--- config.mk ---
export PLATFORM = sky130hd
export DESIGN_NAME = mem_access_unit_flat
export DESIGN_NICKNAME = d
export VERILOG_FILES = /design/src/rtl/mem_access_unit_pkg.sv /design/src/rtl/mem_access_unit_if.sv /design/src/rtl/mem_access_unit_load_store_align.sv /design/src/rtl/mem_access_unit.sv /design/src/flat_wrapper.sv
export SDC_FILE = /design/constraint.sdc
export NUM_CORES = 1
export LEC_CHECK = 0
export ABC_AREA = 0
export CAP_MARGIN = 40
export CORE_MARGIN = 2
export CORE_UTILIZATION = 44
export CTS_BUF_LIST = sky130_fd_sc_hd__clkbuf_4
export CTS_CLUSTER_DIAMETER = 50
export DETAILED_ROUTE_END_ITERATION = 8
export MAX_ROUTING_LAYER = met4
export PLACE_DENSITY = 0.78
export SETUP_SLACK_MARGIN = 0.5
export SLEW_MARGIN = 30
export SYNTH_ARGS = -nofsm -noshare
export SYNTH_HDL_FRONTEND = slang
export SYNTH_HIERARCHICAL = 1
export SYNTH_SLANG_ARGS = --single-unit
export TNS_END_PERCENT = 5
--- constraint.sdc ---
create_clock -name clk -period 2.9 [get_ports clk]
set_clock_uncertainty 0.15 [all_clocks]
set_input_delay 0.29 -clock clk [delete_from_list [all_inputs] [get_ports clk]]
set_output_delay 0.29 -clock clk [all_outputs]
set_load 0.1 [all_outputs]
--- src/rtl/mem_access_unit_pkg.sv ---
// Shared constants for the MEM stage: opcodes, decoder instruction ids, MEM state encoding.
// Helper functions classify ids by access kind and flag misaligned addresses.
package mem_access_unit_pkg;

    localparam logic [6:0] OP_LOAD  = 7'b0000011;
    localparam logic [6:0] OP_STORE = 7'b0100011;

    localparam logic [5:0] INSTR_LB  = 6'd16;
    localparam logic [5:0] INSTR_LH  = 6'd17;
    localparam logic [5:0] INSTR_LW  = 6'd18;
    localparam logic [5:0] INSTR_LBU = 6'd19;
    localparam logic [5:0] INSTR_LHU = 6'd20;
    localparam logic [5:0] INSTR_SB  = 6'd21;
    localparam logic [5:0] INSTR_SH  = 6'd22;
    localparam logic [5:0] INSTR_SW  = 6'd23;

    typedef enum logic {
        MEM_IDLE = 1'b0,
        MEM_BUSY = 1'b1
    } mem_state_e;

    function automatic logic is_load_id(input logic [5:0] id);
        return id inside {INSTR_LB, INSTR_LH, INSTR_LW, INSTR_LBU, INSTR_LHU};
    endfunction

    function automatic logic is_store_id(input logic [5:0] id);
        return id inside {INSTR_SB, INSTR_SH, INSTR_SW};
    endfunction

    function automatic logic is_misaligned(input logic [5:0] id, input logic [1:0] lo);
        if (id inside {INSTR_LH, INSTR_LHU, INSTR_SH}) return lo[0];
        if (id inside {INSTR_LW, INSTR_SW})            return lo != 2'b00;
        return 1'b0;
    endfunction

endpackage

--- src/rtl/mem_access_unit_if.sv ---
// EX/MEM input, data-memory port and MEM/WB output bundle of the MEM stage.
// slave = the MEM stage itself, master = its environment (EX, memory, WB).
interface mem_access_unit_if;
    logic        in_valid;
    logic [6:0]  in_opcode;
    logic [5:0]  in_instr_id;
    logic [4:0]  in_rd_addr;
    logic        in_rd_we;
    logic [31:0] in_mem_addr;
    logic [31:0] in_store_data;
    logic [31:0] in_exec_result;
    logic        stall_o;
    logic        dmem_req;
    logic        dmem_we;
    logic [31:0] dmem_addr;
    logic [31:0] dmem_wdata;
    logic [3:0]  dmem_wstrb;
    logic        dmem_ack;
    logic [31:0] dmem_rdata;
    logic        wb_valid;
    logic [4:0]  wb_rd_addr;
    logic        wb_rd_we;
    logic [31:0] wb_data;
    logic        misalign_o;
    logic        bus_fault_o;

    modport slave (
        input  in_valid, in_opcode, in_instr_id, in_rd_addr, in_rd_we,
               in_mem_addr, in_store_data, in_exec_result, dmem_ack, dmem_rdata,
        output stall_o, dmem_req, dmem_we, dmem_addr, dmem_wdata, dmem_wstrb,
               wb_valid, wb_rd_addr, wb_rd_we, wb_data, misalign_o, bus_fault_o
    );

    modport master (
        output in_valid, in_opcode, in_instr_id, in_rd_addr, in_rd_we,
               in_mem_addr, in_store_data, in_exec_result, dmem_ack, dmem_rdata,
        input  stall_o, dmem_req, dmem_we, dmem_addr, dmem_wdata, dmem_wstrb,
               wb_valid, wb_rd_addr, wb_rd_we, wb_data, misalign_o, bus_fault_o
    );
endinterface

--- src/rtl/mem_access_unit_load_store_align.sv ---
// Combinational byte-lane logic: store data replication + strobes, load extract + extension.
// Zero latency; no flow control. Store and load paths are independent.
module load_store_align
    import mem_access_unit_pkg::*;
(
    input  logic [5:0]  st_id_i,
    input  logic [1:0]  st_lo_i,
    input  logic [31:0] st_data_i,
    output logic [31:0] st_wdata_o,
    output logic [3:0]  st_wstrb_o,
    input  logic [5:0]  ld_id_i,
    input  logic [1:0]  ld_lo_i,
    input  logic [31:0] ld_rdata_i,
    output logic [31:0] ld_data_o
);
    logic [7:0]  ld_byte;
    logic [15:0] ld_half;

    always_comb begin
        st_wdata_o = st_data_i;
        st_wstrb_o = 4'b1111;
        case (st_id_i)
            INSTR_SB: begin
                st_wdata_o = {4{st_data_i[7:0]}};
                st_wstrb_o = 4'b0001 << st_lo_i;
            end
            INSTR_SH: begin
                st_wdata_o = {2{st_data_i[15:0]}};
                st_wstrb_o = st_lo_i[1] ? 4'b1100 : 4'b0011;
            end
            default: ;
        endcase
    end

    always_comb begin
        ld_byte   = ld_rdata_i[{ld_lo_i, 3'b000} +: 8];
        ld_half   = ld_lo_i[1] ? ld_rdata_i[31:16] : ld_rdata_i[15:0];
        ld_data_o = ld_rdata_i;
        case (ld_id_i)
            INSTR_LB:  ld_data_o = {{24{ld_byte[7]}}, ld_byte};
            INSTR_LBU: ld_data_o = {24'h0, ld_byte};
            INSTR_LH:  ld_data_o = {{16{ld_half[15]}}, ld_half};
            INSTR_LHU: ld_data_o = {16'h0, ld_half};
            default: ;
        endcase
    end
endmodule

--- src/rtl/mem_access_unit.sv ---
// MEM stage: non-memory ops retire in 1 cycle; loads/stores hold the bus until ack or timeout.
// stall_o holds upstream while an access is outstanding and drops on the ack cycle.
module mem_access_unit
    import mem_access_unit_pkg::*;
#(
    parameter int unsigned TIMEOUT_CYCLES = 256
) (
    input  logic             clk,
    input  logic             rst_n,
    mem_access_unit_if.slave bus
);
    localparam int unsigned   CW       = (TIMEOUT_CYCLES < 2) ? 1 : $clog2(TIMEOUT_CYCLES);
    localparam logic [CW-1:0] CNT_LAST = CW'((TIMEOUT_CYCLES == 0) ? 0 : TIMEOUT_CYCLES - 1);

    mem_state_e    state_q, state_d;
    logic [CW-1:0] cnt_q, cnt_d;
    logic          we_q, we_d;
    logic [5:0]    id_q, id_d;
    logic [1:0]    lo_q, lo_d;
    logic [4:0]    rd_addr_q, rd_addr_d;
    logic          rd_we_q, rd_we_d;
    logic [31:0]   addr_q, addr_d;
    logic [31:0]   wdata_q, wdata_d;
    logic [3:0]    wstrb_q, wstrb_d;
    logic          wb_valid_q, wb_valid_d;
    logic [4:0]    wb_rd_addr_q, wb_rd_addr_d;
    logic          wb_rd_we_q, wb_rd_we_d;
    logic [31:0]   wb_data_q, wb_data_d;
    logic          misalign_q, misalign_d;
    logic          fault_q, fault_d;

    logic [31:0]   st_wdata, ld_data;
    logic [3:0]    st_wstrb;
    logic          in_mem_opc, in_mem_op, in_is_store;

    load_store_align u_align (
        .st_id_i    (bus.in_instr_id),
        .st_lo_i    (bus.in_mem_addr[1:0]),
        .st_data_i  (bus.in_store_data),
        .st_wdata_o (st_wdata),
        .st_wstrb_o (st_wstrb),
        .ld_id_i    (id_q),
        .ld_lo_i    (lo_q),
        .ld_rdata_i (bus.dmem_rdata),
        .ld_data_o  (ld_data)
    );

    assign in_is_store = (bus.in_opcode == OP_STORE);
    assign in_mem_opc  = (bus.in_opcode == OP_LOAD) || in_is_store;
    // A memory opcode only starts an access when the id agrees with it.
    assign in_mem_op   = ((bus.in_opcode == OP_LOAD) && is_load_id(bus.in_instr_id)) ||
                         (in_is_store && is_store_id(bus.in_instr_id));

    always_comb begin
        state_d      = state_q;
        cnt_d        = cnt_q;
        we_d         = we_q;
        id_d         = id_q;
        lo_d         = lo_q;
        rd_addr_d    = rd_addr_q;
        rd_we_d      = rd_we_q;
        addr_d       = addr_q;
        wdata_d      = wdata_q;
        wstrb_d      = wstrb_q;
        wb_valid_d   = 1'b0;
        wb_rd_addr_d = wb_rd_addr_q;
        wb_rd_we_d   = wb_rd_we_q;
        wb_data_d    = wb_data_q;
        misalign_d   = 1'b0;
        fault_d      = 1'b0;
        case (state_q)
            MEM_IDLE: begin
                if (bus.in_valid) begin
                    if (!in_mem_op) begin
                        wb_valid_d   = 1'b1;
                        wb_rd_addr_d = bus.in_rd_addr;
                        wb_rd_we_d   = bus.in_rd_we && !in_mem_opc;
                        wb_data_d    = bus.in_exec_result;
                    end else if (is_misaligned(bus.in_instr_id, bus.in_mem_addr[1:0])) begin
                        wb_valid_d   = 1'b1;
                        wb_rd_addr_d = bus.in_rd_addr;
                        wb_rd_we_d   = 1'b0;
                        wb_data_d    = 32'h0;
                        misalign_d   = 1'b1;
                    end else begin
                        state_d   = MEM_BUSY;
                        cnt_d     = '0;
                        we_d      = in_is_store;
                        id_d      = bus.in_instr_id;
                        lo_d      = bus.in_mem_addr[1:0];
                        rd_addr_d = bus.in_rd_addr;
                        rd_we_d   = bus.in_rd_we;
                        addr_d    = {bus.in_mem_addr[31:2], 2'b00};
                        wdata_d   = st_wdata;
                        wstrb_d   = in_is_store ? st_wstrb : 4'b0000;
                    end
                end
            end
            MEM_BUSY: begin
                if (bus.dmem_ack) begin
                    state_d      = MEM_IDLE;
                    wb_valid_d   = 1'b1;
                    wb_rd_addr_d = rd_addr_q;
                    wb_rd_we_d   = !we_q && rd_we_q;
                    wb_data_d    = we_q ? 32'h0 : ld_data;
                end else if ((TIMEOUT_CYCLES != 0) && (cnt_q == CNT_LAST)) begin
                    state_d      = MEM_IDLE;
                    wb_valid_d   = 1'b1;
                    wb_rd_addr_d = rd_addr_q;
                    wb_rd_we_d   = 1'b0;
                    wb_data_d    = 32'h0;
                    fault_d      = 1'b1;
                end else begin
                    cnt_d = cnt_q + 1'b1;
                end
            end
            default: state_d = MEM_IDLE;
        endcase
    end

    always_ff @(posedge clk or negedge rst_n) begin
        if (!rst_n) begin
            state_q      <= MEM_IDLE;
            cnt_q        <= '0;
            we_q         <= 1'b0;
            id_q         <= '0;
            lo_q         <= '0;
            rd_addr_q    <= '0;
            rd_we_q      <= 1'b0;
            addr_q       <= '0;
            wdata_q      <= '0;
            wstrb_q      <= '0;
            wb_valid_q   <= 1'b0;
            wb_rd_addr_q <= '0;
            wb_rd_we_q   <= 1'b0;
            wb_data_q    <= '0;
            misalign_q   <= 1'b0;
            fault_q      <= 1'b0;
        end else begin
            state_q      <= state_d;
            cnt_q        <= cnt_d;
            we_q         <= we_d;
            id_q         <= id_d;
            lo_q         <= lo_d;
            rd_addr_q    <= rd_addr_d;
            rd_we_q      <= rd_we_d;
            addr_q       <= addr_d;
            wdata_q      <= wdata_d;
            wstrb_q      <= wstrb_d;
            wb_valid_q   <= wb_valid_d;
            wb_rd_addr_q <= wb_rd_addr_d;
            wb_rd_we_q   <= wb_rd_we_d;
            wb_data_q    <= wb_data_d;
            misalign_q   <= misalign_d;
            fault_q      <= fault_d;
        end
    end

    // Request follows the state register so an async reset withdraws it at once.
    assign bus.dmem_req    = (state_q == MEM_BUSY);
    assign bus.stall_o     = (state_q == MEM_BUSY) && !bus.dmem_ack;
    assign bus.dmem_we     = we_q;
    assign bus.dmem_addr   = addr_q;
    assign bus.dmem_wdata  = wdata_q;
    assign bus.dmem_wstrb  = wstrb_q;
    assign bus.wb_valid    = wb_valid_q;
    assign bus.wb_rd_addr  = wb_rd_addr_q;
    assign bus.wb_rd_we    = wb_rd_we_q;
    assign bus.wb_data     = wb_data_q;
    assign bus.misalign_o  = misalign_q;
    assign bus.bus_fault_o = fault_q;
endmodule
--- src/flat_wrapper.sv ---
// flat-port wrapper written by rule: the top's interface ports become plain ports
module mem_access_unit_flat import mem_access_unit_pkg::*;
#(
    parameter int unsigned TIMEOUT_CYCLES = 256
)
  (clk, rst_n, bus_in_valid, bus_in_opcode, bus_in_instr_id, bus_in_rd_addr, bus_in_rd_we, bus_in_mem_addr, bus_in_store_data, bus_in_exec_result, bus_dmem_ack, bus_dmem_rdata, bus_stall_o, bus_dmem_req, bus_dmem_we, bus_dmem_addr, bus_dmem_wdata, bus_dmem_wstrb, bus_wb_valid, bus_wb_rd_addr, bus_wb_rd_we, bus_wb_data, bus_misalign_o, bus_bus_fault_o);
  mem_access_unit_if bus_i ();
  input  logic clk;
  input  logic rst_n;
  input wire logic [$bits(bus_i.in_valid)-1:0] bus_in_valid;
  input wire logic [$bits(bus_i.in_opcode)-1:0] bus_in_opcode;
  input wire logic [$bits(bus_i.in_instr_id)-1:0] bus_in_instr_id;
  input wire logic [$bits(bus_i.in_rd_addr)-1:0] bus_in_rd_addr;
  input wire logic [$bits(bus_i.in_rd_we)-1:0] bus_in_rd_we;
  input wire logic [$bits(bus_i.in_mem_addr)-1:0] bus_in_mem_addr;
  input wire logic [$bits(bus_i.in_store_data)-1:0] bus_in_store_data;
  input wire logic [$bits(bus_i.in_exec_result)-1:0] bus_in_exec_result;
  input wire logic [$bits(bus_i.dmem_ack)-1:0] bus_dmem_ack;
  input wire logic [$bits(bus_i.dmem_rdata)-1:0] bus_dmem_rdata;
  output wire logic [$bits(bus_i.stall_o)-1:0] bus_stall_o;
  output wire logic [$bits(bus_i.dmem_req)-1:0] bus_dmem_req;
  output wire logic [$bits(bus_i.dmem_we)-1:0] bus_dmem_we;
  output wire logic [$bits(bus_i.dmem_addr)-1:0] bus_dmem_addr;
  output wire logic [$bits(bus_i.dmem_wdata)-1:0] bus_dmem_wdata;
  output wire logic [$bits(bus_i.dmem_wstrb)-1:0] bus_dmem_wstrb;
  output wire logic [$bits(bus_i.wb_valid)-1:0] bus_wb_valid;
  output wire logic [$bits(bus_i.wb_rd_addr)-1:0] bus_wb_rd_addr;
  output wire logic [$bits(bus_i.wb_rd_we)-1:0] bus_wb_rd_we;
  output wire logic [$bits(bus_i.wb_data)-1:0] bus_wb_data;
  output wire logic [$bits(bus_i.misalign_o)-1:0] bus_misalign_o;
  output wire logic [$bits(bus_i.bus_fault_o)-1:0] bus_bus_fault_o;
  assign bus_i.in_valid = bus_in_valid;
  assign bus_i.in_opcode = bus_in_opcode;
  assign bus_i.in_instr_id = bus_in_instr_id;
  assign bus_i.in_rd_addr = bus_in_rd_addr;
  assign bus_i.in_rd_we = bus_in_rd_we;
  assign bus_i.in_mem_addr = bus_in_mem_addr;
  assign bus_i.in_store_data = bus_in_store_data;
  assign bus_i.in_exec_result = bus_in_exec_result;
  assign bus_i.dmem_ack = bus_dmem_ack;
  assign bus_i.dmem_rdata = bus_dmem_rdata;
  assign bus_stall_o = bus_i.stall_o;
  assign bus_dmem_req = bus_i.dmem_req;
  assign bus_dmem_we = bus_i.dmem_we;
  assign bus_dmem_addr = bus_i.dmem_addr;
  assign bus_dmem_wdata = bus_i.dmem_wdata;
  assign bus_dmem_wstrb = bus_i.dmem_wstrb;
  assign bus_wb_valid = bus_i.wb_valid;
  assign bus_wb_rd_addr = bus_i.wb_rd_addr;
  assign bus_wb_rd_we = bus_i.wb_rd_we;
  assign bus_wb_data = bus_i.wb_data;
  assign bus_misalign_o = bus_i.misalign_o;
  assign bus_bus_fault_o = bus_i.bus_fault_o;
  mem_access_unit #(.TIMEOUT_CYCLES(TIMEOUT_CYCLES)) u_core (.clk(clk), .rst_n(rst_n), .bus(bus_i));
endmodule
## Word-level counts from Yosys, hierarchy flattened

Cells that the tools add are included.

| operators by class | value |
|---|---|
| muxes and demuxes | 64 |
| reductions and logical operators | 18 |
| equality and inequality tests | 22 |
| bitwise gates (word level) | 2 |
| $lt $le $gt $ge | 0 |
| multiply operators | 0 |
| shift operators | 2 |
| div/mod/pow operators | 0 |
| $add $sub $neg | 1 |

Operators by type and width:

| cell | number |
|---|---|
| 2-to-1 mux 32 bit | 6 |
| one-hot mux 32 bit (2 select lines) | 2 |
| one-hot mux 32 bit (4 select lines) | 1 |
| equality test 6 x 5 -> 1 bit, second input constant | 12 |
| 2-to-1 mux 8 bit | 5 |
| 2-to-1 mux 1 bit | 36 |
| variable part select 32 x 6 -> 8 bit | 1 |
| 2-to-1 mux 5 bit | 5 |
| 2-to-1 mux 16 bit | 1 |
| one-hot mux 8 bit (2 select lines) | 1 |
| one-hot mux 5 bit (2 select lines) | 1 |
| adder 8 x 1 -> 8 bit, second input constant | 1 |
| equality test 8 bit, second input constant | 1 |
| 2-to-1 mux 4 bit | 2 |
| inequality test 2 bit, second input constant | 4 |
| one-hot mux 4 bit (2 select lines) | 1 |
| equality test 7 x 2 -> 1 bit, second input constant | 1 |
| equality test 7 x 6 -> 1 bit, second input constant | 1 |
| inequality test 3 bit, second input constant | 2 |
| one-hot mux 1 bit (2 select lines) | 3 |
| nonzero test 3 bit | 2 |
| logical AND 1 bit | 5 |
| AND reduction 5 bit | 1 |
| nonzero test 5 bit | 1 |
| 8 further kinds | 13 |

| storage, ports and cells | value |
|---|---|
| RAM bits | 0 |
| bits in read-only memories | 0 |
| memories | 0 |
| output and inout port bits | 112 |
| logic and storage cells | 125 |
| latch bits | 0 |
| flip-flop bits (word level) | 131 |
| input port bits | 151 |

## Longest topological paths before layout

Gate-level depths: netlist of run 1.

| logic depth | value |
|---|---|
| depth in word-level cells | 20 |
| gate-level depth with buffers | 9 |
| mapped depth without buffers | 7 |

## Modules after synthesis

The synthesis of run 1 kept the hierarchy.

Modules (own cells, without submodules):

| module | area an instance (µm²) | instances | cells each | seq. area each (µm²) |
|---|---|---|---|---|
| mem_access_unit | 6002.0 | 1 | 664 | 3278.1 |
| load_store_align | 1233.7 | 1 | 140 | 0.0 |

## Worst setup path after synthesis of run 1

OpenSTA, ideal clock, no wires.

| path | value |
|---|---|
| path kind | flip-flop to flip-flop |
| start | register u_core.state_q, in the netlist u_core/bus.dmem_req |
| end | register u_core.wb_data_q[0], in the netlist u_core/bus.wb_data[0] |
| required time | 2.612 ns |
| data arrival time | 2.997 ns |
| stages on the path, launching flop included | 8 |
| slack | -0.385 ns |
| clock period less this slack | 3.285 ns |
| library setup time | 0.138 ns |
| buffers on the path | 3 |
| cell sequence | dfrtp_1 buf_2 and2b_1 o21ai_1 clkbuf_1 nand3_1 clkbuf_1 a21oi_1 |

| between the ends | value |
|---|---|
| cells in the longest elaborated chain, start to end | 3 |
| elaborated cells on any way between the ends | 6 |
| classes of those cells | 3 x eq/ne; 1 x mux; 1 x bitwise; 1 x reduce/logical |

RTL lines:

| item | RTL line | source |
|---|---|---|
| start: declaration | mem_access_unit.sv:15 | `mem_state_e state_q, state_d;` |
| start signal: assignment | mem_access_unit.sv:140 | `state_q <= state_d;` |
| inverter 1 bit (no line) | -- |  |
| inequality test 3 bit (no line) / inequality test 2 bit (equally long branches) | -- |  |
| AND reduction 3 bit (no line) | -- |  |
| end signal: assignment | mem_access_unit.sv:153 | `wb_data_q <= wb_data_d;` |
| end: declaration | mem_access_unit.sv:28 | `logic [31:0] wb_data_q, wb_data_d;` |

Parallel ways exist; a longest one is shown, timed or not.
A chain may end at the register's enable or synchronous reset.

## Final worst setup path of run 1

| path | value |
|---|---|
| start | register u_core.id_q[3] |
| end | register u_core.wb_data_q[5], in the netlist u_core/bus.wb_data[5] |

| between the ends | value |
|---|---|
| cells in the longest elaborated chain, start to end | 5 |
| elaborated cells on any way between the ends | 8 |
| classes of those cells | 4 x eq/ne; 4 x mux |

RTL lines:

| item | RTL line | source |
|---|---|---|
| start: declaration | mem_access_unit.sv:18 | `logic [5:0] id_q, id_d;` |
| start signal: assignment | mem_access_unit.sv:143 | `id_q <= id_d;` |
| equality test 6 x 5 -> 1 bit | mem_access_unit_load_store_align.sv:39 | `case (ld_id_i)` |
| one-hot mux 32 bit (4 select lines) (*) | mem_access_unit_load_store_align.sv:39 |  |
| named net u_core.ld_data[5] | mem_access_unit.sv:32 | `logic [31:0] st_wdata, ld_data;` |
| 2-to-1 mux 32 bit (*) | mem_access_unit.sv:105 | `wb_data_d = we_q ? 32'h0 : ld_data;` |
| 2-to-1 mux 32 bit (*) | mem_access_unit.sv:100 | `if (bus.dmem_ack) begin` |
| one-hot mux 32 bit (2 select lines) (*) | mem_access_unit.sv:71 | `case (state_q)` |

Mark *: on every way through the listed nets, which the timed path passes. The rest lies on a longest branch.

==> out/results.md, run 1 <==
Timing
- RSZ-0062 raised after global routing: true
- Max Freq: 0.404 GHz
- Final min period: 2470 ps
- final hold vios: 0
- worst relative slew slack: 56.8%
- post-route clock period utilization: 85.3%
- final sum of negative setup slack: 0 ps
- transition time at the pin with the least slew margin: 647 ps
- number of endpoints failing setup at the final stage: 0
- max-slew violation count: 0

Critical path
- Critical Path Start Type: flip-flop
- arrival time of data at the critical path endpoint: 2750 ps
- critical path data required time: 3170 ps
- largest fanout on the critical path: 8
- category of the critical setup timing path: reg2reg
- critical path capture point type: flip-flop

Synth
- Post-Synthesis Cells: 804
- number of enable flip-flop cells after synthesis: 0
- cell type with the highest aggregate area in the netlist: sky130_fd_sc_hd__dfrtp_1
- yosys warns: 6
- post-synthesis sequential element count: 131
- Synth top area share: 45.3%
- ranking of synthesized cells by area: sky130_fd_sc_hd__dfrtp_1 45%, sky130_fd_sc_hd__nand2_1 13%, sky130_fd_sc_hd__a21oi_1 4.6%
- portion of the post-synthesis area used by sequential elements: 45.3%
- Mean Syn Cell Area: 9.00 um2
- Yosys cell types: 57
- fraction of registers with async set or reset after synthesis: 100%
- ys flop type: sky130_fd_sc_hd__dfrtp_1
- cell area after technology mapping: 0.00724 mm2

Clock tree
- Worst-path clk slew: 130 ps
- CTS max path bufs: 2
- number of CTS-inserted buffers: 17
- clock tree from TritonCTS: yes
- CTS Root Buffer Type: sky130_fd_sc_hd__clkbuf_4
- clock latency on the worst-skew pair: 540 ps
- number of sinks on the clock net: 131
- CTS H-Tree Depth: 4

Die
- number of placement rows: 46
- Initial Util: 45.2%
- DIE AREA: 0.0175 mm2
- die extent in y: 132 um
- Boundary Pins: 263
- floorplan die width: 132 um
- placeable core region: 0.0160 mm2

Place
- number of placed instances with taps included: 1231
- area post-placement: 0.00974 mm2
- total of buffers placed on input and output ports: 260
- Final Wtd Congestion: 0.968
- HPWL Detailed: 15900 um

Pwr
- total power density per cell area: 423 mW/mm2
- Max rail drop VDD: 0.000228 V
- standby leakage power: 5.00 nW

Global route
- initial antenna violation count: 1
- wire length of the first global-routing pass: 36400 um
- pin count of the biggest net entering global routing: 69
- All-Layer GR Usage: 26.8%
- total congestion overflow after global routing: 0
- vias in the first global route: 6796

Drt
- Residual DRC: 0
- length of the first detailed-routing pass in iterations: 7
- post-detailed-route wirelength per cell: 17.8 um
- total via count in the routed design: 7016
- residual antenna-violating net count after detailed routing: 0
- DRC violation total after the first TritonRoute iteration: 567
- vias per std cell: 5.50
- routed wire length: 22700 um

Finish
- Final Cell Area: 0.0105 mm2
- final std cells w/o fill: 1276
- Post-layout nets: 1198
- layout cell share with drive strength beyond 1: 23.9%
- area growth from synthesis to final layout: 44.5%
- count of fill cells added during filler insertion: 1353

Run status
- outcome: complete, no violations

Job
- Max-Cap Viols: 0

Min path
- Tightest Hold Check Type: in2reg

==> worst paths after layout <==
kind                                          start                   endpoint  slack [ps]  depth (start not counted)
min in group asynchronous                     rst_n  u_core/bus.dmem_wdata[18]         140                          2
max in group asynchronous                     rst_n             u_core/rd_we_q        1630                          3
setup reg to reg                     u_core/id_q[3]      u_core/bus.wb_data[5]         430                          8
setup / recovery                     u_core/id_q[3]      u_core/bus.wb_data[5]         430                          8
hold reg to reg            u_core/bus.dmem_addr[28]   u_core/bus.dmem_addr[28]         320                          2
hold / removal                  bus_in_mem_addr[19]   u_core/bus.dmem_addr[19]         100                          3
==> synthesized netlist by cell type (2+ instances only) <==
cell type and n:
sky130_fd_sc_hd__nor3b_1 2, sky130_fd_sc_hd__nor3_1 4, sky130_fd_sc_hd__and3b_1 2, sky130_fd_sc_hd__nor2_1 7, sky130_fd_sc_hd__a221o_1 17, sky130_fd_sc_hd__or3b_1 4
sky130_fd_sc_hd__buf_2 16, sky130_fd_sc_hd__o21ai_0 18, sky130_fd_sc_hd__a21o_1 24, sky130_fd_sc_hd__a221o_2 6, sky130_fd_sc_hd__buf_4 20, sky130_fd_sc_hd__nand4_1 6
sky130_fd_sc_hd__a22o_1 4, sky130_fd_sc_hd__a21oi_1 66, sky130_fd_sc_hd__nand2_1 246, sky130_fd_sc_hd__or3_1 2, sky130_fd_sc_hd__nand3_1 25, sky130_fd_sc_hd__nand2b_1 4
sky130_fd_sc_hd__xor2_1 3, sky130_fd_sc_hd__nor2b_1 11, sky130_fd_sc_hd__and3_1 41, sky130_fd_sc_hd__inv_1 9, sky130_fd_sc_hd__xnor2_1 3, sky130_fd_sc_hd__buf_1 2
sky130_fd_sc_hd__dfrtp_1 131, sky130_fd_sc_hd__mux2_2 14, sky130_fd_sc_hd__mux2i_1 3, sky130_fd_sc_hd__mux4_2 8, sky130_fd_sc_hd__a31oi_1 2, sky130_fd_sc_hd__buf_6 2
sky130_fd_sc_hd__o21ai_1 2, sky130_fd_sc_hd__clkbuf_1 34, sky130_fd_sc_hd__a2111oi_0 32, sky130_fd_sc_hd__a2111oi_4 2, sky130_fd_sc_hd__and2_1 10
==> layer usage <==
layer  vias up  share of wire, %  GRT usage [%]
met1      3346                43           36.4
met2       315                48           40.3
met5         -                 0              -
met3        34               6.6           5.34
li1       3321                 -              -
met4         0               2.4           9.38
==> repair_timing <==
action	CTS	global route
endpoints found under the hold margin	66	0
pin swaps	5	4
gates resized for setup	23	46
setup buffers	5	4
hold buffers	1	0
setup endpoints to repair	33	34
cloned	1	0
==> area by class of cell <==
type / instances / area (um2) / area share [%]
repair buffers: 295 / 2720 / 26.0
flip-flops and latches: 131 / 3280 / 31.4
diodes: 1 / 2.50 / 0.0239
clock buffers: 17 / 128 / 1.22
multi-input cells: 592 / 3820 / 36.6
clock inverters: 15 / 190 / 1.82
inverters: 9 / 33.8 / 0.323
well taps: 216 / 270 / 2.59
==> logic make-up after synthesis <==
group | count (synthesis) | share of synthesized area [%]
AND/OR/NAND/NOR | 373 | 23.9
AO/OA/AOI/OAI | 183 | 18.8
flip-flops | 131 | 45.3
buffers and inverters | 83 | 5.83
multiplexers | 26 | 5.27
XOR/XNOR | 6 | 0.726
adder cells (fa/ha/maj) | 1 | 0.173
other | 1 | 0.0518
==> state kept, by name, summed over array words and instances (netlist names), 2 cells and up <==
| signal | flops |
|---|---|
| u_core/bus.dmem_wdata | 32 |
| u_core/lo_q | 2 |
| u_core/rd_addr_q | 5 |
| u_core/bus.dmem_wstrb | 4 |
| u_core/cnt_q | 8 |
| u_core/bus.wb_data | 32 |
| u_core/id_q | 6 |
| u_core/bus.dmem_addr | 30 |
| u_core/bus.wb_rd_addr | 5 |
==> report_power, final <==
part           leakage [nW]  internal [W]  switching, W
sequential             1.72       0.00189     0.0000426
combinational          3.12      0.000399      0.000715
clock                 0.158      0.000674      0.000699
total                  5.00       0.00296       0.00146
==> placed cells by master (no fill, tap or decap), drive strengths merged, types with 2 or more instances in the layout <==
| master | count |
|---|---|
| a21o | 24 |
| a221o | 23 |
| o311ai | 2 |
| a31oi | 2 |
| clkdlybuf4s50 | 149 |
| a22o | 4 |
| nor3 | 4 |
| nand2b | 4 |
| clkinv | 7 |
| o21ai | 21 |
| and4bb | 2 |
| nor3b | 2 |
| mux4 | 8 |
| xor2 | 3 |
| or3 | 2 |
| a21oi | 67 |
| nor2b | 11 |
| or3b | 6 |
| a2111oi | 35 |
| nand2 | 246 |
| clkinvlp | 4 |
| and3b | 2 |
| bufinv | 4 |
| and3 | 41 |
| dfrtp | 131 |
| inv | 9 |
| mux2i | 4 |
| and2 | 10 |
| buf | 145 |
| mux2 | 14 |
| clkbuf | 17 |
| conb | 2 |
| nor2 | 8 |
| nand3 | 25 |
| nand4 | 6 |
| xnor2 | 3 |
==> critical path, stage by stage, from the launching register on <==
cell	delay, ps
sky130_fd_sc_hd__dfrtp_1	400
sky130_fd_sc_hd__or3b_4	430
sky130_fd_sc_hd__a21oi_4	210
sky130_fd_sc_hd__buf_12	140
sky130_fd_sc_hd__o311ai_4	150
sky130_fd_sc_hd__a221o_1	350
sky130_fd_sc_hd__and3_1	170
sky130_fd_sc_hd__a2111oi_1	290
sky130_fd_sc_hd__a21oi_1	80
==> through the flow <==
step	hold WS, ps	worst slack (ps)	util [%]	total power [W]
floorplan	-156	475	-	0.00262
global placement	185	149	60.8	0.00303
detailed placement	186	112	60.9	0.00304
CTS	51.3	465	63.8	0.00443
global route	54.0	317	65.3	0.00460
finish	104	427	65.3	0.00442
(Power assumes the default switching activity.)
==> inputs of run 2 (changes only) <==
--- a/config.mk
+++ b/config.mk
@@ -13,11 +13,10 @@
 export CTS_CLUSTER_DIAMETER = 50
 export DETAILED_ROUTE_END_ITERATION = 8
 export MAX_ROUTING_LAYER = met4
-export PLACE_DENSITY = 0.78
+export PLACE_DENSITY = 0.8
 export SETUP_SLACK_MARGIN = 0.5
 export SLEW_MARGIN = 30
 export SYNTH_ARGS = -nofsm -noshare
 export SYNTH_HDL_FRONTEND = slang
-export SYNTH_HIERARCHICAL = 1
 export SYNTH_SLANG_ARGS = --single-unit
 export TNS_END_PERCENT = 5
==> constraint.sdc (replaced) <==
create_clock -name clk -period 2.9 [get_ports clk]
set_clock_uncertainty 0.15 [all_clocks]
set_input_delay 0.29 -clock clk [delete_from_list [all_inputs] [get_ports clk]]
set_output_delay 0.29 -clock clk [all_outputs]
set_load 0.005 [all_outputs]
==> run 2 against run 1 <==
Worst setup slack improved by 160 ps. Via count decreased by 21%. Global-route usage fell by 1.5 points. Fmax is 7.0% higher. Final cell count down 21%. Worst hold slack worse by 8.7 ps. Synthesized cell count decreased by 32%. First-iteration DRC count is 42% lower. Total power fell by 12%.
==> out/results.md, run 2 <==
Pwr
- Max rail drop VDD: 0.000321 V
- overall power: 0.00387 W
- standby leakage power: 4.26 nW
- total power density per cell area: 392 mW/mm2

Die
- DIE AREA: 0.0161 mm2
- Initial Util: 45.3%
- floorplan die width: 127 um
- die extent in y: 127 um
- placeable core region: 0.0146 mm2
- number of placement rows: 44
- Boundary Pins: 263

Timing
- number of endpoints failing setup at the final stage: 0
- worst relative slew slack: 46.3%
- final sum of negative setup slack: 0 ps
- Max Freq: 0.433 GHz
- max-slew violation count: 0
- final hold vios: 0
- transition time at the pin with the least slew margin: 803 ps
- post-route clock period utilization: 79.7%
- Final min period: 2310 ps
- worst setup margin: 590 ps
- RSZ-0062 raised after global routing: true

Clock tree
- number of sinks on the clock net: 131
- CTS H-Tree Depth: 4
- CTS Root Buffer Type: sky130_fd_sc_hd__clkbuf_4
- clock tree from TritonCTS: yes
- clock latency on the worst-skew pair: 540 ps
- number of CTS-inserted buffers: 17
- Worst-path clk slew: 140 ps
- CTS max path bufs: 2

Synth
- Synth top area share: 49.4%
- yosys warns: 0
- ys flop type: sky130_fd_sc_hd__dfrtp_1
- fraction of registers with async set or reset after synthesis: 100%
- number of enable flip-flop cells after synthesis: 0
- Post-Synthesis Cells: 549
- most common cell in the netlist: sky130_fd_sc_hd__dfrtp_1
- cell type with the highest aggregate area in the netlist: sky130_fd_sc_hd__dfrtp_1
- cell area after technology mapping: 0.00664 mm2
- commonest cells in the synthesized netlist: 131 x sky130_fd_sc_hd__dfrtp_1, 112 x sky130_fd_sc_hd__mux2_2, 30 x sky130_fd_sc_hd__nand2_1
- Yosys cell types: 56
- portion of the post-synthesis area used by sequential elements: 49.4%
- Mean Syn Cell Area: 12.1 um2
- post-synthesis sequential element count: 131
- ranking of synthesized cells by area: sky130_fd_sc_hd__dfrtp_1 49%, sky130_fd_sc_hd__mux2_2 19%, sky130_fd_sc_hd__mux2i_1 4.4%

Global route
- vias in the first global route: 5907
- initial antenna violation count: 1
- All-Layer GR Usage: 25.4%
- pin count of the biggest net entering global routing: 55
- wire length of the first global-routing pass: 31100 um
- total congestion overflow after global routing: 0

Drt
- post-detailed-route wirelength per cell: 19.1 um
- residual antenna-violating net count after detailed routing: 0
- vias per std cell: 5.46
- length of the first detailed-routing pass in iterations: 5
- routed wire length: 19400 um
- Residual DRC: 0
- DRC violation total after the first TritonRoute iteration: 330
- total via count in the routed design: 5540

Critical path
- category of the critical setup timing path: reg2reg
- arrival time of data at the critical path endpoint: 2650 ps
- startpoint of the lowest-slack register-to-register path: u_core.id_q[3]
- largest fanout on the critical path: 8
- critical path capture point type: flip-flop
- Critical Path Start Type: flip-flop
- critical path data required time: 3240 ps
- worst reg2reg setup slack: 590 ps
- startpoint of the most critical setup path: u_core.id_q[3]

Place
- total of buffers placed on input and output ports: 260
- Final Wtd Congestion: 0.839
- worst-case setup slack after placement: 75.5 ps
- HPWL Detailed: 14700 um
- number of placed instances with taps included: 977

Finish
- final std cells w/o fill: 1014
- count of fill cells added during filler insertion: 1108
- area growth from synthesis to final layout: 48.4%
- leading cell type in the layout, fill and taps excluded: sky130_fd_sc_hd__clkdlybuf4s50_1
- layout cell share with drive strength beyond 1: 23.0%
- Post-layout nets: 968
- commonest non-fill, non-tap cells in the layout: 259 x sky130_fd_sc_hd__clkdlybuf4s50_1, 131 x sky130_fd_sc_hd__dfrtp_1, 112 x sky130_fd_sc_hd__mux2_2

Job
- Max-Cap Viols: 0

Run status
- outcome: complete, no violations

Min path
- Tightest Hold Check Type: in2async

## run 2: where the power goes
part           switching (W)  internal (W)
Clock               0.000762      0.000534
Combinational       0.000223      0.000410
Sequential         0.0000434       0.00189
Total                0.00103       0.00284
## run 2: layout make-up
class	count	area, um2	area share [%]
inverter	19	71.3	0.724
clock buffer	17	128	1.30
tap	184	230	2.34
sequential	131	3280	33.3
antenna	1	2.50	0.0254
multi-input combinational	363	3120	31.6
timing repair buffer	284	2850	28.9
clock inverter	15	173	1.75
## run 2: cells by family after synthesis
| kind of cell | after synthesis | synth area share, % |
|---|---|---|
| and+or+nand+nor | 105 | 8.47 |
| DFF | 131 | 49.4 |
| AOI/OAI and AO/OA | 98 | 12.0 |
| adders and majority gates | 1 | 0.189 |
| xor gates and xnor gates | 7 | 0.924 |
| buffers and inverters | 56 | 4.11 |
| muxes | 150 | 24.9 |
| other | 1 | 0.0565 |
## run 2: metrics by stage
stage / util (%) / hold slack [ps] / cell area [um2]
after CTS: 67.1 / 41.7 / 9830
after detailed placement: 64.9 / 125 / 9510
after floorplan: - / -156 / 6640
after global placement: 64.9 / 114 / 9510
final: 67.3 / 95.3 / 9850
after global routing: 67.3 / 96.3 / 9850
## run 2: final timing paths
kind	depth (start not counted)	endpoint
max reg2reg	5	u_core.bus.wb_data[8]
min in group clk	2	u_core.bus.dmem_addr[13]
min reg2reg	1	u_core.id_q[4]
min	2	u_core.bus.wb_data[16]
max in group asynchronous	3	u_core.bus.wb_data[28]
max	5	u_core.bus.wb_data[8]
## run 2: repair_timing
item | in CTS | in global routing
pin swaps | 1 | 0
setup buffers | 2 | 0
hold endpoints to repair | 131 | 0
hold buffers | 1 | 0
setup endpoints to repair | 4 | 50
gates resized for setup | 0 | 1
## run 2: critical path, cell delays in order, from the launching register on
cell and delay [ps]:
sky130_fd_sc_hd__dfrtp_1 410, sky130_fd_sc_hd__or3b_1 500, sky130_fd_sc_hd__or4_1 690, sky130_fd_sc_hd__a31oi_1 230, sky130_fd_sc_hd__a221o_1 140, sky130_fd_sc_hd__mux2_2 140
## run 2: layer usage
metal	vias to the layer above	track usage (%)	wire length, um
met2	259	40.8	9620
met4	0	8.53	386
met3	30	7.30	1620
met5	-	-	0
met1	2709	30.9	7770
li1	2542	-	-
==> inputs of run 3 (changes only) <==
--- a/config.mk
+++ b/config.mk
@@ -8,12 +8,12 @@
 export ABC_AREA = 0
 export CAP_MARGIN = 40
 export CORE_MARGIN = 2
-export CORE_UTILIZATION = 44
+export CORE_UTILIZATION = 41
 export CTS_BUF_LIST = sky130_fd_sc_hd__clkbuf_4
 export CTS_CLUSTER_DIAMETER = 50
 export DETAILED_ROUTE_END_ITERATION = 8
 export MAX_ROUTING_LAYER = met4
-export PLACE_DENSITY = 0.8
+export PLACE_DENSITY = 0.78
 export SETUP_SLACK_MARGIN = 0.5
 export SLEW_MARGIN = 30
 export SYNTH_ARGS = -nofsm -noshare
==> constraint.sdc (replaced) <==
create_clock -name clk -period 1.88 [get_ports clk]
set_clock_uncertainty 0.15 [all_clocks]
set_input_delay 0.188 -clock clk [delete_from_list [all_inputs] [get_ports clk]]
set_output_delay 0.188 -clock clk [all_outputs]
set_load 0.005 [all_outputs]
==> run 3 against run 2 <==
Die area up 7.1%. The run now ends with setup timing left. Clock power grew 58%. Count of clock-buffer cells in the layout grew 1. Sequential cell count did not move. Wire length is 6.8% higher. First-iteration DRC count increased by 4.5%. Total power grew 55%.
==> out/results.md, run 3 (synthesized netlist as in run 2, its figures left out) <==
Run status
- outcome: complete, but fails checks
- violations in the final reports: setup timing

Global route
- initial antenna violation count: 0
- met2 track demand over resource in global routing: 42.2%
- gr busiest metal: met2
- wire length of the first global-routing pass: 32900 um
- pin count of the biggest net entering global routing: 50
- met3 track demand over resource in global routing: 6.91%
- All-Layer GR Usage: 24.6%
- vias in the first global route: 6297
- total congestion overflow after global routing: 0
- grt met1 use: 27.9%

Timing
- worst setup margin: -273 ps
- RSZ-0062 raised after global routing: true
- worst hold slack after final layout: 1.67 ps
- post-route clock period utilization: 115%
- final hold vios: 0
- Final min period: 2150 ps
- worst relative slew slack: 60.4%
- transition time at the pin with the least slew margin: 593 ps
- max-slew violation count: 0
- Max Freq: 0.464 GHz
- number of endpoints failing setup at the final stage: 94

Finish
- commonest non-fill, non-tap cells in the layout: 143 x sky130_fd_sc_hd__clkdlybuf4s50_1, 128 x sky130_fd_sc_hd__dfrtp_1, 105 x sky130_fd_sc_hd__buf_2
- leading cell type in the layout, fill and taps excluded: sky130_fd_sc_hd__clkdlybuf4s50_1
- Final Cell Area: 0.0101 mm2
- final std cells w/o fill: 1102
- Post-layout nets: 1027
- count of antenna diodes in the layout: 0
- layout cell share with drive strength beyond 1: 42.7%
- area growth from synthesis to final layout: 51.5%

Place
- total of buffers placed on input and output ports: 260
- Final Wtd Congestion: 0.908
- HPWL Detailed: 15200 um
- area post-placement: 0.0100 mm2
- number of placed instances with taps included: 1068

Drt
- vias per std cell: 5.29
- Residual DRC: 0
- residual antenna-violating net count after detailed routing: 0
- DRC violation total after the first TritonRoute iteration: 345
- post-detailed-route wirelength per cell: 18.8 um
- length of the first detailed-routing pass in iterations: 6
- total via count in the routed design: 5833
- routed wire length: 20700 um

Clock tree
- CTS H-Tree Depth: 4
- number of sinks on the clock net: 131
- clock tree from TritonCTS: yes
- CTS max path bufs: 2
- number of CTS-inserted buffers: 17
- clock latency on the worst-skew pair: 530 ps
- # hold bufs at CTS: 2
- CTS Root Buffer Type: sky130_fd_sc_hd__clkbuf_4
- Worst-path clk slew: 110 ps

Critical path
- arrival time of data at the critical path endpoint: 2430 ps
- category of the critical setup timing path: reg2reg
- largest fanout on the critical path: 11
- critical path capture point type: flip-flop
- critical path data required time: 2160 ps
- Critical Path Start Type: flip-flop

Pwr
- standby leakage power: 4.76 nW
- total power density per cell area: 595 mW/mm2
- Max rail drop VDD: 0.000459 V
- overall power: 0.00599 W

Job
- Max-Cap Viols: 0

Die
- placeable core region: 0.0158 mm2
- Initial Util: 41.9%
- floorplan die width: 131 um
- Boundary Pins: 263
- DIE AREA: 0.0172 mm2
- die extent in y: 131 um
- number of placement rows: 46

Min path
- Tightest Hold Check Type: in2async

[run 3: cell types whose count changed in the layout (fill, tap and decap cells not counted), sizes merged, moves of 2 or more]
cell           change
buf              +165
clkbuf             +2
clkinv             +2
dlygate4sd2        +5
bufinv             +2
inv                -6
clkdlybuf4s50    -116
dlymetal6s2s       +2
[run 3: power by group]
| group | internal [W] | leakage [nW] | total, W | switching (W) |
|---|---|---|---|---|
| sequential | 0.00292 | 1.67 | 0.00298 | 0.0000588 |
| combinational | 0.000584 | 2.93 | 0.000947 | 0.000363 |
| clock | 0.00104 | 0.156 | 0.00206 | 0.00102 |
| total | 0.00454 | 4.76 | 0.00599 | 0.00144 |
[run 3: per-stage QoR]
step	worst slack [ps]	utilization, %	TNS [ps]
2_1_floorplan	-305	-	-21990
3_3_place_gp	-730	63.4	-82500
3_5_place_dp	-814	63.4	-91130
4_1_cts	-265	63.1	-8960
5_1_grt	-321	63.5	-16110
6_report	-273	63.5	-9390
[run 3: layout make-up]
| type | instances | area, um2 |
|---|---|---|
| Clock buffer | 18 | 135 |
| Fill cell | 1271 | 5770 |
| Tap cell | 216 | 270 |
| Sequential cell | 131 | 3280 |
| Clock inverter | 12 | 165 |
| Timing Repair Buffer | 342 | 2810 |
| Multi-Input combinational cell | 364 | 3320 |
| Inverter | 19 | 71.3 |
[run 3: timing repair]
item	CTS	global route
gates cloned	0	1
endpoints found under the hold margin	132	38
pin swaps	11	6
endpoints found under the setup margin	240	240
setup buffers	1	0
gates resized for setup	467	25
[run 3: routing by layer]
metal	vias up	wire length, um
li1	2665	-
met1	2898	8240
met2	229	10600
met3	41	1390
met4	0	531
met5	-	0
[run 3: worst paths after layout]
path | from | end | slack [ps] | depth (start not counted)
max | u_core.id_q[3] | u_core.bus.wb_data[9] | -270 | 6
min | rst_n | u_core.cnt_q[3] | 2 | 2
max reg2reg | u_core.id_q[3] | u_core.bus.wb_data[9] | -270 | 6
min reg2reg | u_core.bus.dmem_addr[27] | u_core.bus.dmem_addr[27] | 340 | 1
max in group asynchronous | rst_n | u_core.bus.wb_data[7] | 910 | 3
min in group clk | bus_in_mem_addr[0] | u_core.lo_q[0] | 100 | 3
[run 3: worst max-delay path: stages, from the launching register on]
cell and delay [ps]:
sky130_fd_sc_hd__dfrtp_1 390, sky130_fd_sc_hd__or3b_4 460, sky130_fd_sc_hd__a211oi_4 220, sky130_fd_sc_hd__buf_12 170
sky130_fd_sc_hd__a21oi_4 90, sky130_fd_sc_hd__a221o_1 320, sky130_fd_sc_hd__mux2_2 260
